===== src/rtl/audio_pkg.sv =====
// Shared types and widths for the audio sample fetch path.
package audio_pkg;

    localparam int ADDR_W   = 25;
    localparam int SAMPLE_W = 16;

    typedef enum logic [1:0] {
        IDLE,
        ISSUE,
        WAIT_DATA,
        DONE
    } fetch_state_t;

endpackage


===== src/rtl/sync_fifo.sv =====
// Single-clock FIFO with first-word-fall-through read data and an occupancy count.
module sync_fifo #(
    parameter int WIDTH = 16,
    parameter int DEPTH = 16
) (
    input  logic                   clk50,
    input  logic                   reset,
    input  logic                   push,
    input  logic [WIDTH-1:0]       push_data,
    input  logic                   pop,
    output logic [WIDTH-1:0]       pop_data,
    output logic [$clog2(DEPTH):0] count,
    output logic                   empty,
    output logic                   full
);

    localparam int PTR_W = $clog2(DEPTH);
    localparam logic [PTR_W:0] DEPTH_C = (PTR_W + 1)'(DEPTH);

    logic [WIDTH-1:0] mem [DEPTH];
    logic [PTR_W-1:0] wr_ptr;
    logic [PTR_W-1:0] rd_ptr;
    logic             do_push;
    logic             do_pop;

    assign empty    = (count == '0);
    assign full     = (count == DEPTH_C);
    assign do_pop   = pop && !empty;
    // A pop in the same cycle frees the slot, so a full FIFO can still take a push.
    assign do_push  = push && (!full || do_pop);
    assign pop_data = mem[rd_ptr];

    // Storage write port.
    // NOTE: the storage array has no reset; pointers and count alone define which
    // entries are valid, and a reset-free array can map onto block RAM.
    always_ff @(posedge clk50) begin
        if (do_push) begin
            mem[wr_ptr] <= push_data;
        end
    end

    // Pointers and occupancy; pointers wrap naturally because DEPTH is a power of two.
    always_ff @(posedge clk50) begin
        if (reset) begin
            wr_ptr <= '0;
            rd_ptr <= '0;
            count  <= '0;
        end else begin
            if (do_push) wr_ptr <= wr_ptr + PTR_W'(1);
            if (do_pop)  rd_ptr <= rd_ptr + PTR_W'(1);
            case ({do_push, do_pop})
                2'b10:   count <= count + (PTR_W + 1)'(1);
                2'b01:   count <= count - (PTR_W + 1)'(1);
                default: count <= count;
            endcase
        end
    end

endmodule


===== src/rtl/audio_sample_fetcher.sv =====
// Prefetches 16-bit audio words from RAM into a FIFO and plays them out at the sample rate.
module audio_sample_fetcher
    import audio_pkg::*;
#(
    parameter logic [ADDR_W-1:0] MAX_RAM_ADDRESS = 25'h966F78,
    parameter int                FIFO_DEPTH      = 16,
    parameter logic              LOOP            = 1'b1
) (
    input  logic                clk50,
    input  logic                reset,
    input  logic                init_done,
    input  logic                play_en,
    output logic                rd_req,
    output logic [ADDR_W-1:0]   rd_address,
    input  logic                rd_ack,
    input  logic                rd_valid,
    input  logic [SAMPLE_W-1:0] rd_data,
    input  logic                sample_tick,
    output logic [SAMPLE_W-1:0] sample_out,
    output logic                sample_valid,
    output logic                underrun,
    output logic                done
);

    localparam int CNT_W = $clog2(FIFO_DEPTH) + 1;
    localparam logic [CNT_W-1:0] DEPTH_C  = CNT_W'(FIFO_DEPTH);
    localparam logic [CNT_W-1:0] DEPTH_M1 = CNT_W'(FIFO_DEPTH - 1);

    fetch_state_t        state;
    fetch_state_t        state_next;
    logic [ADDR_W-1:0]   addr_r;
    logic [ADDR_W-1:0]   addr_next;
    logic [ADDR_W-1:0]   addr_inc;
    logic                addr_wrap;
    logic [CNT_W-1:0]    fifo_count;
    logic                fifo_empty;
    logic                fifo_full;
    logic                fifo_push;
    logic                fifo_pop;
    logic [SAMPLE_W-1:0] fifo_data;
    logic                outstanding;
    logic                has_free;
    logic                take_data;
    logic                tick_play;

    sync_fifo #(
        .WIDTH (SAMPLE_W),
        .DEPTH (FIFO_DEPTH)
    ) u_fifo (
        .clk50     (clk50),
        .reset     (reset),
        .push      (fifo_push),
        .push_data (rd_data),
        .pop       (fifo_pop),
        .pop_data  (fifo_data),
        .count     (fifo_count),
        .empty     (fifo_empty),
        .full      (fifo_full)
    );

    // Only one read can be in flight, and it is in flight exactly while waiting for data.
    assign outstanding = (state == WAIT_DATA);
    assign has_free    = (fifo_count + CNT_W'(outstanding)) < DEPTH_C;
    // Data is accepted in WAIT_DATA, or in ISSUE when ack and valid land together.
    assign take_data   = rd_valid && ((state == WAIT_DATA) || ((state == ISSUE) && rd_ack));
    assign addr_inc    = addr_r + ADDR_W'(1);
    assign addr_wrap   = (addr_inc == MAX_RAM_ADDRESS);
    assign rd_address  = addr_r;
    assign tick_play   = sample_tick && play_en;
    assign fifo_pop    = tick_play && !fifo_empty;

    // State and address registers.
    // NOTE: sequential state uses non-blocking assignments so every register samples
    // pre-edge values; blocking here would create order-dependent simulation races.
    always_ff @(posedge clk50) begin
        if (reset) begin
            state  <= IDLE;
            addr_r <= '0;
        end else begin
            state  <= state_next;
            addr_r <= addr_next;
        end
    end

    // Next-state, request and push decode.
    // NOTE: every output of this block is given a default first, so no path leaves a
    // signal unassigned and no latch is inferred.
    always_comb begin
        state_next = state;
        addr_next  = addr_r;
        rd_req     = 1'b0;
        fifo_push  = 1'b0;
        done       = (state == DONE) && fifo_empty;

        case (state)
            IDLE:      if (init_done && has_free) state_next = ISSUE;
            ISSUE: begin
                rd_req = 1'b1;
                if (rd_ack) state_next = WAIT_DATA;
            end
            WAIT_DATA: state_next = WAIT_DATA;
            DONE:      state_next = DONE;
            default:   state_next = IDLE;
        endcase

        if (take_data) begin
            fifo_push = 1'b1;
            addr_next = (addr_wrap && LOOP) ? '0 : addr_inc;
            // Re-issue only if a slot remains after this push; a same-cycle pop is
            // ignored here and picked up from IDLE one cycle later.
            if (addr_wrap && !LOOP)          state_next = DONE;
            else if (fifo_count < DEPTH_M1)  state_next = ISSUE;
            else                             state_next = IDLE;
        end
    end

    // Output sample register, valid strobe and sticky underrun flag.
    always_ff @(posedge clk50) begin
        if (reset) begin
            sample_out   <= '0;
            sample_valid <= 1'b0;
            underrun     <= 1'b0;
        end else begin
            sample_valid <= tick_play;
            if (tick_play) sample_out <= fifo_empty ? '0 : fifo_data;
            if (tick_play && fifo_empty && (state != DONE)) underrun <= 1'b1;
        end
    end

endmodule


===== config.mk =====
export PLATFORM = sky130hd
export DESIGN_NAME = audio_sample_fetcher
export DESIGN_NICKNAME = d
export VERILOG_FILES = /design/src/rtl/audio_pkg.sv /design/src/rtl/sync_fifo.sv /design/src/rtl/audio_sample_fetcher.sv
export SDC_FILE = /design/constraint.sdc
export NUM_CORES = 1
export LEC_CHECK = 0
export CAP_MARGIN = 30
export CORE_ASPECT_RATIO = 2
export CORE_UTILIZATION = 46
export DETAILED_ROUTE_END_ITERATION = 7
export PLACE_DENSITY = 0.7
export RECOVER_POWER = 25
export SYNTH_ARGS = -nofsm -noshare
export SYNTH_HDL_FRONTEND = slang
export SYNTH_HIERARCHICAL = 1
export SYNTH_SLANG_ARGS = --single-unit

===== constraint.sdc =====
create_clock -name clk50 -period 9.5 [get_ports clk50]
set_input_delay 0.95 -clock clk50 [delete_from_list [all_inputs] [get_ports clk50]]
set_output_delay 0.95 -clock clk50 [all_outputs]
set_load 0.01 [all_outputs]

==> impl_metrics.toml, run 1 <==
[clock_tree]
clk_pin_slew_ns = 0.07
post_cts_buffers = 0
cts_made_buffers = 28
cts_max_path_buffers = 3
htree_levels = 1
cts_tree = "built"
cts-root-buf = "clkbuf_16"
clk_latency_ns = 0.56
cts_hold_buf = 0
cts_sinks = 318
cts.repair.resized = 0

[worst_setup_path]
r2r-end = "rd_address[5]$_SDFFE_PP0P_"
startpoint_type = "input pin"
cp_data_arrival_time_ns = 4.65
critical_path_class = "in -> reg"
worstPathRequired_ns = 9.92
endpoint_kind = "register"
rr_worst_depth = 7
crit_fanout = 35
reg2reg_from = "rd_address[8]$_SDFFE_PP0P_"
r2r_setup_slack_ns = 5.98

[finish]
seq_area_um2 = 8930
multi_input_area_um2 = 3980
nFillCells = 2228
antenna_cells = 0
drive_above_1_share_pct = 16.1
layout.nets = 939
mostFrequentLayoutCells = "edfxtp_1 (256), mux4_2 (64), dfxtp_1 (60), nor2_1 (58), clkdlybuf4s50_1 (54)"
final_common_cell = "edfxtp_1"
syn_to_final_growth_pct = 15.0

[sta]
min_period_over_period_pct = 44.5
fmax_ghz = 0.236
maxSlewViolCount = 0
finalHoldViolations = 0
setup_tns_ns = 0
relSlewSlack_pct = 5.59
rsz0062_at_grt = "false"
worstMarginPinSlew_ns = 1.42
finClkSkew_ns = 0.0200
finalSetupViolCount = 0
finalCriticalPeriod_ns = 4.23

[routing]
dr_total_vias = 7585
drtAntennaViolNets = 0
drt_pre_antenna_iters = 5
drtIter0Drc = 622
drcViolationCount = 0
wl_per_cell_um = 24.7
via_per_inst = 5.93
drt_wl_total_um = 31600

[logic_synthesis]
synth.net_count = 883
netlist_instances = 845
synth_area_per_cell_um2 = 15.6
mappedNetlistArea_um2 = 13200
ys.warnings.count = 6

[run]
cap_violations = 0

[power_and_ir_drop]
ir_worst_vdd_mv = 0.124
total_power_w = 0.00319
power_density_nw_per_um2 = 210
p_leak_nw = 4.82

[die]
die_h_um = 241
die_area_um2 = 29400
die_w_um = 122
placeableCoreArea_um2 = 28200
start_util_pct = 46.8
ios = 68
rows = 87

[status]
status = "finished clean"

[placement]
dp_hpwl_um = 21500
io_buffers = 67
place.gp.congestion = 0.939

[grt]
grt_max_degree = 65
antenna_found_initial = 0
grt-ovfl-total = 0
groute.usage.overall_pct = 22.3
grt_pass1_wl_um = 46800
grt_pass1_vias = 7775

[hold_path]
hp-start = "underrun$_SDFFE_PP0P_"
worstHoldPathCells = 2
worst_hold_path_type = "reg -> reg"
holdPathEnd = "underrun$_SDFFE_PP0P_"
layout make-up:
| class | count | share of cell area (%) |
|---|---|---|
| inverters | 20 | 0.495 |
| clock inverters | 21 | 1.58 |
| clock buffers | 31 | 4.83 |
| multi-input cells | 453 | 26.2 |
| repair buffers | 80 | 5.01 |
| flip-flops and latches | 318 | 58.9 |
| well taps | 356 | 2.94 |
stage by stage:
step / cell area, µm² / setup slack, ns / hold WS [ns] / instances / util [%]
after floorplan: 13200 / 5.38 / 0.480 / 845 / -
after global placement: 14200 / 5.35 / 0.457 / 1227 / 50.4
after detailed placement: 14200 / 5.26 / 0.477 / 1227 / 50.4
after CTS: 15200 / 5.85 / 0.493 / 1279 / 53.8
after global routing: 15200 / 4.97 / 0.512 / 1279 / 53.8
final: 15200 / 5.27 / 0.483 / 1279 / 53.8
registers in the layout (all words and copies together) (netlist names), named ones only:
| name | flops |
|---|---|
| u_fifo/mem | 256 |
| rd_address | 25 |
| u_fifo/wr_ptr | 4 |
| underrun | 1 |
| state | 2 |
| u_fifo/count | 5 |
| sample_valid | 1 |
| sample_out | 16 |
| u_fifo/rd_ptr | 4 |
metal layers:
| metal | up-vias | track usage (%) | wire, µm |
|---|---|---|---|
| li1 | 3412 | - | - |
| met1 | 3863 | 22.7 | 10600 |
| met2 | 237 | 42.9 | 17800 |
| met3 | 73 | 2.10 | 1220 |
| met4 | 0 | 13.7 | 1930 |
| met5 | - | 0 | 0 |
worst max-delay path, cell delays in order:
cell	delay [ns]
clkdlybuf4s50_1	0.40
nand2_1	0.06
clkbuf_1	1.02
nor2_1	0.39
nor2b_1	0.27
o21ai_2	0.12
inv_2	0.12
ha_1	0.32
o2bb2ai_1	0.32
a2111oi_0	0.12
or4_1	0.55
power by group:
| part | switching (W) | total (W) | internal [W] |
|---|---|---|---|
| registers | 0.0000410 | 0.00159 | 0.00155 |
| logic | 0.000235 | 0.000398 | 0.000163 |
| clock network | 0.000507 | 0.00120 | 0.000695 |
| total | 0.000783 | 0.00319 | 0.00240 |
worst max path at each step:
stage	startpoint	end
floorplan	rd_ack	u_fifo/mem[2][0]$_DFFE_PP_
detailed placement	sample_tick	u_fifo/mem[11][0]$_DFFE_PP_
finish	sample_tick	u_fifo/count[4]$_SDFFE_PP0P_
CTS	sample_tick	u_fifo/mem[11][9]$_DFFE_PP_
global route	sample_tick	u_fifo/mem[11][10]$_DFFE_PP_
global placement	rd_ack	u_fifo/count[4]$_SDFFE_PP0P_
Note: power is estimated with default switching activity, not from simulation.
==> inputs of run 2 (changes only) <==
PLACE_DENSITY = 0.72   (was 0.7)
clock period = 3.6 ns   (was 9.5 ns; I/O delays follow)
==> run 2 against run 1 <==
The run now ends with capacitance limit, slew limit left. Via count rose by 2.6%. Non-clock buffer count grew 30. Die area did not move. Clock skew shrank 0.010 ns. Register-to-register slack got worse by 5.6 ns.
==> impl_metrics.toml, run 2 (synthesis results as in run 1) <==
[status]
status = "complete, but fails checks"
violations = "capacitance limit, slew limit"

[sta]
finClkSkew_ns = 0.00949
min_period_over_period_pct = 89.4
fmax_ghz = 0.311
relSlewSlack_pct = -4.93
rsz0062_at_grt = "false"
finalCriticalPeriod_ns = 3.22
finalSetupViolCount = 0
finalHoldViolations = 0
worstMarginPinSlew_ns = 1.57
hold_ws_ns = 0.185
setup_tns_ns = 0
maxSlewViolCount = 35

[worst_setup_path]
critical_path_class = "reg -> reg"
crit_fanout = 10
slowest_delay_ns = 0.65
cp_data_arrival_time_ns = 3.62
rr_worst_depth = 7
endpoint_kind = "register"
cp_common_cell = "or4_4"
worstPathCellList = "nand3_1, or4_4, or4_4, a211o_1, or4_1, a21oi_2, a211oi_1"
worstPathRequired_ns = 4.01
crit_slowest_cell = "or4_1"
startpoint_type = "register"

[finish]
layout.nets = 968
top_register = "u_fifo/mem"
final_common_cell = "edfxtp_1"
largest_register_ffs = 256
final_util_pct = 54.9
finish.instance_area_um2 = 15500
drive_above_1_share_pct = 18.7
seq_area_um2 = 8930
syn_to_final_growth_pct = 17.4
nFillCells = 2202
multi_input_area_um2 = 3980
mostFrequentLayoutCells = "edfxtp_1 (256), mux4_2 (64), dfxtp_1 (60), nor2_1 (58), clkdlybuf4s50_1 (56)"

[routing]
drcViolationCount = 0
via_per_inst = 5.96
drtAntennaViolNets = 0
drt_pre_antenna_iters = 5
wl_per_cell_um = 23.6
drt_wl_total_um = 30800
drtIter0Drc = 690
dr_total_vias = 7785

[clock_tree]
cts_made_buffers = 27
cts-root-buf = "clkbuf_16"
clk_latency_ns = 0.54
cts_max_path_buffers = 3
clk_pin_slew_ns = 0.07
htree_levels = 1
cts_sinks = 318
post_cts_buffers = 0
cts_tree = "built"
cts_hold_buf = 0
cts.repair.resized = 0

[grt]
grt_max_degree = 65
groute.usage.overall_pct = 21.6
grt_pass1_wl_um = 46400
grt-ovfl-total = 0
grt_pass1_vias = 7676
antenna_found_initial = 2

[placement]
dp_hpwl_um = 20300
place.gp.congestion = 0.952
placed_cell_area_um2 = 14500
io_buffers = 67

[hold_path]
worst_hold_path_type = "in -> reg"
worstHoldPathCells = 2

[die]
die_w_um = 122
rows = 87
start_util_pct = 46.8
die_h_um = 241
die_area_um2 = 29400
placeableCoreArea_um2 = 28200
ios = 68

[power_and_ir_drop]
p_leak_nw = 4.98
ir_worst_vdd_mv = 0.408
power_density_nw_per_um2 = 543

[run]
cap_violations = 1
[run 2: changes by cell type in the layout (fill, tap and decap cells not counted), moves of 2 or more]
cell	before	now
clkbuf_16	29	27
clkinv_2	8	4
clkinv_1	4	1
buf_4	12	34
clkdlybuf4s50_1	54	56
dlygate4sd3_1	12	10
bufinv_16	5	7
clkinvlp_4	0	4
buf_12	0	6
[run 2: worst max-delay path, delay by kind of cell, from the launching register on]
kind	cells	cell delay [ns]
simple gates	4	1.99
compound gates	3	0.61
flops	1	0.49
[run 2: path summary, 6_finish.rpt]
path | from | end | slack [ns]
worst max-delay path | rd_address[6]$_SDFFE_PP0P_ | rd_address[8]$_SDFFE_PP0P_ | 0.38
worst max register to register | rd_address[6]$_SDFFE_PP0P_ | rd_address[8]$_SDFFE_PP0P_ | 0.38
worst min register to register | underrun$_SDFFE_PP0P_ | underrun$_SDFFE_PP0P_ | 0.48
worst min-delay path | reset | sample_out[2]$_SDFFE_PP0P_ | 0.18
[run 2: area by class of cell]
cell class,count,area share (%)
inverters,20,0.485
multi-input cells,453,25.7
well taps,356,2.88
repair buffers,110,7.02
flip-flops and latches,318,57.7
clock buffers,30,4.43
diodes,1,0.0162
clock inverters,18,1.82
[run 2: metal layers]
layer / up-vias / wire length, µm / track usage [%]
met1: 3933 / 11000 / 24.1
met3: 82 / 1400 / 2.47
met2: 287 / 17000 / 40.5
met4: 0 / 1330 / 9.99
li1: 3483 / - / -
met5: - / 0 / 0
[run 2: where the power goes]
group / switching, W / leakage [nW] / internal (W) / total [W]
clock network: 0.00130 / 0.462 / 0.00188 / 0.00318
logic: 0.000590 / 1.71 / 0.000451 / 0.00104
registers: 0.000111 / 2.80 / 0.00408 / 0.00419
[run 2: stage by stage]
step / std cells / total power, W / setup slack (ns)
after floorplan: 845 / 0.00494 / -0.276
after global placement: 1255 / 0.00529 / 0.447
after detailed placement: 1257 / 0.00532 / 0.382
after CTS: 1305 / 0.00848 / 0.363
after global routing: 1306 / 0.00871 / 0.209
final: 1306 / 0.00841 / 0.382
==> inputs of run 3 (changes only) <==
--- a/config.mk
+++ b/config.mk
@@ -11,4 +11,4 @@
 export DETAILED_ROUTE_END_ITERATION = 7
-export PLACE_DENSITY = 0.72
-export RECOVER_POWER = 25
+export PLACE_DENSITY = 0.66
+export RECOVER_POWER = 100
 export SYNTH_ARGS = -nofsm -noshare
==> constraint.sdc (replaced) <==
create_clock -name clk50 -period 3.6 [get_ports clk50]
set_input_delay 0.72 -clock clk50 [delete_from_list [all_inputs] [get_ports clk50]]
set_output_delay 0.72 -clock clk50 [all_outputs]
set_load 0.01 [all_outputs]
==> run 3 against run 2 <==
The run still ends with capacitance limit, slew limit left. Clock power is 11% lower. Critical endpoint is now done. Global-route usage is 0.32 points lower. Sequential power hardly changed. Total power is 4.9% lower. Largest cell class unchanged. Wire length is 2.5% lower. Critical path depth is 2 lower. First-iteration DRC count is 39% lower. Clock skew is 0.0058 ns higher.
==> impl_metrics.toml, run 3 (synthesis results as in run 1) <==
[status]
status = "complete, but fails checks"
violations = "capacitance limit, slew limit"

[finish]
largest_register_ffs = 256
antenna_cells = 0
syn_to_final_growth_pct = 15.3
finish.instance_area_um2 = 15200
top_register = "u_fifo/mem"
final_util_pct = 53.9
drive_above_1_share_pct = 16.4
final_common_cell = "edfxtp_1"
fin_cells = 1307
mostFrequentLayoutCells = "edfxtp_1 (256), mux4_2 (64), nor2_1 (60), dlygate4sd3_1 (60), dfxtp_1 (60)"
layout.nets = 974

[sta]
fmax_ghz = 0.294
worstMarginPinSlew_ns = 1.52
maxSlewViolCount = 35
relSlewSlack_pct = -1.47
finalHoldViolations = 0
rsz0062_at_grt = "false"
finalSetupViolCount = 0
finalCriticalPeriod_ns = 3.40
hold_ws_ns = 0.464
setup_slack_ns = 0.196
min_period_over_period_pct = 94.5
finClkSkew_ns = 0.0152

[die]
ios = 68
start_util_pct = 46.8
rows = 87
die_area_um2 = 29400
die_h_um = 241
die_w_um = 122
placeableCoreArea_um2 = 28200

[grt]
grt.busiest_layer = "met2"
grt-ovfl-total = 0
grt_pass1_vias = 7916
grt_use_met1_pct = 22.3
grt_pass1_wl_um = 45900
use_met2_pct = 41.5
gr-usage-met3_pct = 2.35
antenna_found_initial = 0
groute.usage.overall_pct = 21.3
grt_max_degree = 65

[worst_setup_path]
worstPathRequired_ns = 2.88
cp_data_arrival_time_ns = 2.68
slowest_delay_ns = 0.64
endpoint_kind = "output port"
r2r_setup_slack_ns = 0.24
crit_slowest_cell = "or4_4"
crit_fanout = 18
r2r-end = "u_fifo/mem[0][7]$_DFFE_PP_"
cpLargestDelayFamily = "simple AND/OR/NAND/NOR gates"
cp_num_cells = 5
critPathBufInv = 2
reg2reg_from = "state[0]$_SDFFE_PP0P_"
rr_worst_depth = 10
startpoint_type = "register"
critPathLaunch = "u_fifo/count[3]$_SDFFE_PP0P_"
crit_path_end = "done"
worstPathCellList = "or4_4, nor2_1, clkbuf_4, and2_1, clkdlybuf4s50_1"
critical_path_class = "reg -> out"

[routing]
drt_pre_antenna_iters = 5
drtIter0Drc = 419
drt_wl_total_um = 30000
drcViolationCount = 0
wl_per_cell_um = 22.9
via_per_inst = 5.88
dr_total_vias = 7687
drtAntennaViolNets = 0

[placement]
place.gp.congestion = 0.980
place_ws_ns = 0.380
post-place-cells = 1263
io_buffers = 67
dp_hpwl_um = 20300
placed_cell_area_um2 = 14500

[clock_tree]
cts_sinks = 318
cts_made_buffers = 27
cts_hold_buf = 0
cts_max_path_buffers = 3
post_cts_buffers = 0
cts-root-buf = "clkbuf_16"
clk_pin_slew_ns = 0.06
htree_levels = 1
clk_latency_ns = 0.54
cts_tree = "built"
cts.repair.resized = 0

[power_and_ir_drop]
power_density_nw_per_um2 = 526
p_leak_nw = 5.02
ir_worst_vdd_mv = 0.361

[run]
cap_violations = 1

[hold_path]
worst_hold_path_type = "reg -> reg"
-- run 3: cell count changes in the layout (fill, tap and decap cells not counted), sizes merged --
cell           delta
inv               -1
bufinv            -4
clkbuf           +31
clkinvlp          -3
dlygate4sd3      +50
diode             -1
clkinv            +2
buf              -23
clkdlybuf4s50    -50
-- run 3: power breakdown --
part           switching, W  internal [W]  leakage, nW
Combinational      0.000579      0.000412         1.81
Clock               0.00124       0.00158        0.401
Sequential         0.000109       0.00408         2.80
Total               0.00193       0.00607         5.02
-- run 3: worst min path at each step --
stage	from	end	slack, ns	cells past startpoint
2_1_floorplan	u_fifo/count[2]$_SDFFE_PP0P_	u_fifo/count[2]$_SDFFE_PP0P_	0.48	2
3_3_place_gp	underrun$_SDFFE_PP0P_	underrun$_SDFFE_PP0P_	0.45	2
3_5_place_dp	underrun$_SDFFE_PP0P_	underrun$_SDFFE_PP0P_	0.47	2
4_1_cts	underrun$_SDFFE_PP0P_	underrun$_SDFFE_PP0P_	0.48	2
5_1_grt	underrun$_SDFFE_PP0P_	underrun$_SDFFE_PP0P_	0.50	2
6_report	underrun$_SDFFE_PP0P_	underrun$_SDFFE_PP0P_	0.46	2
-- run 3: metrics by stage --
step                      TNS [ns]  total power [W]
after CTS                        0          0.00811
after floorplan             -18.86          0.00494
after global placement           0          0.00530
after global routing             0          0.00829
final                            0          0.00800
after detailed placement         0          0.00532
-- run 3: final cells by class --
| class | count | area [µm²] |
|---|---|---|
| fill | 2264 | 13000 |
| sequential | 318 | 8930 |
| multi-input combinational | 453 | 3960 |
| timing repair buffer | 116 | 967 |
| clock buffer | 32 | 694 |
| tap | 356 | 445 |
| clock inverter | 12 | 133 |
| inverter | 20 | 75.1 |
-- run 3: tightest hold or removal path: stages (launching register included) --
cell     delay [ns]
dfxtp_1        0.32
nor2_1         0.04
nor2_1         0.07
-- run 3: layer usage --
| metal | share of wire, % | wire length, µm |
|---|---|---|
| met4 | 4.6 | 1380 |
| met3 | 4.2 | 1270 |
| met5 | 0 | 0 |
| met1 | 34 | 10300 |
| met2 | 57 | 17000 |
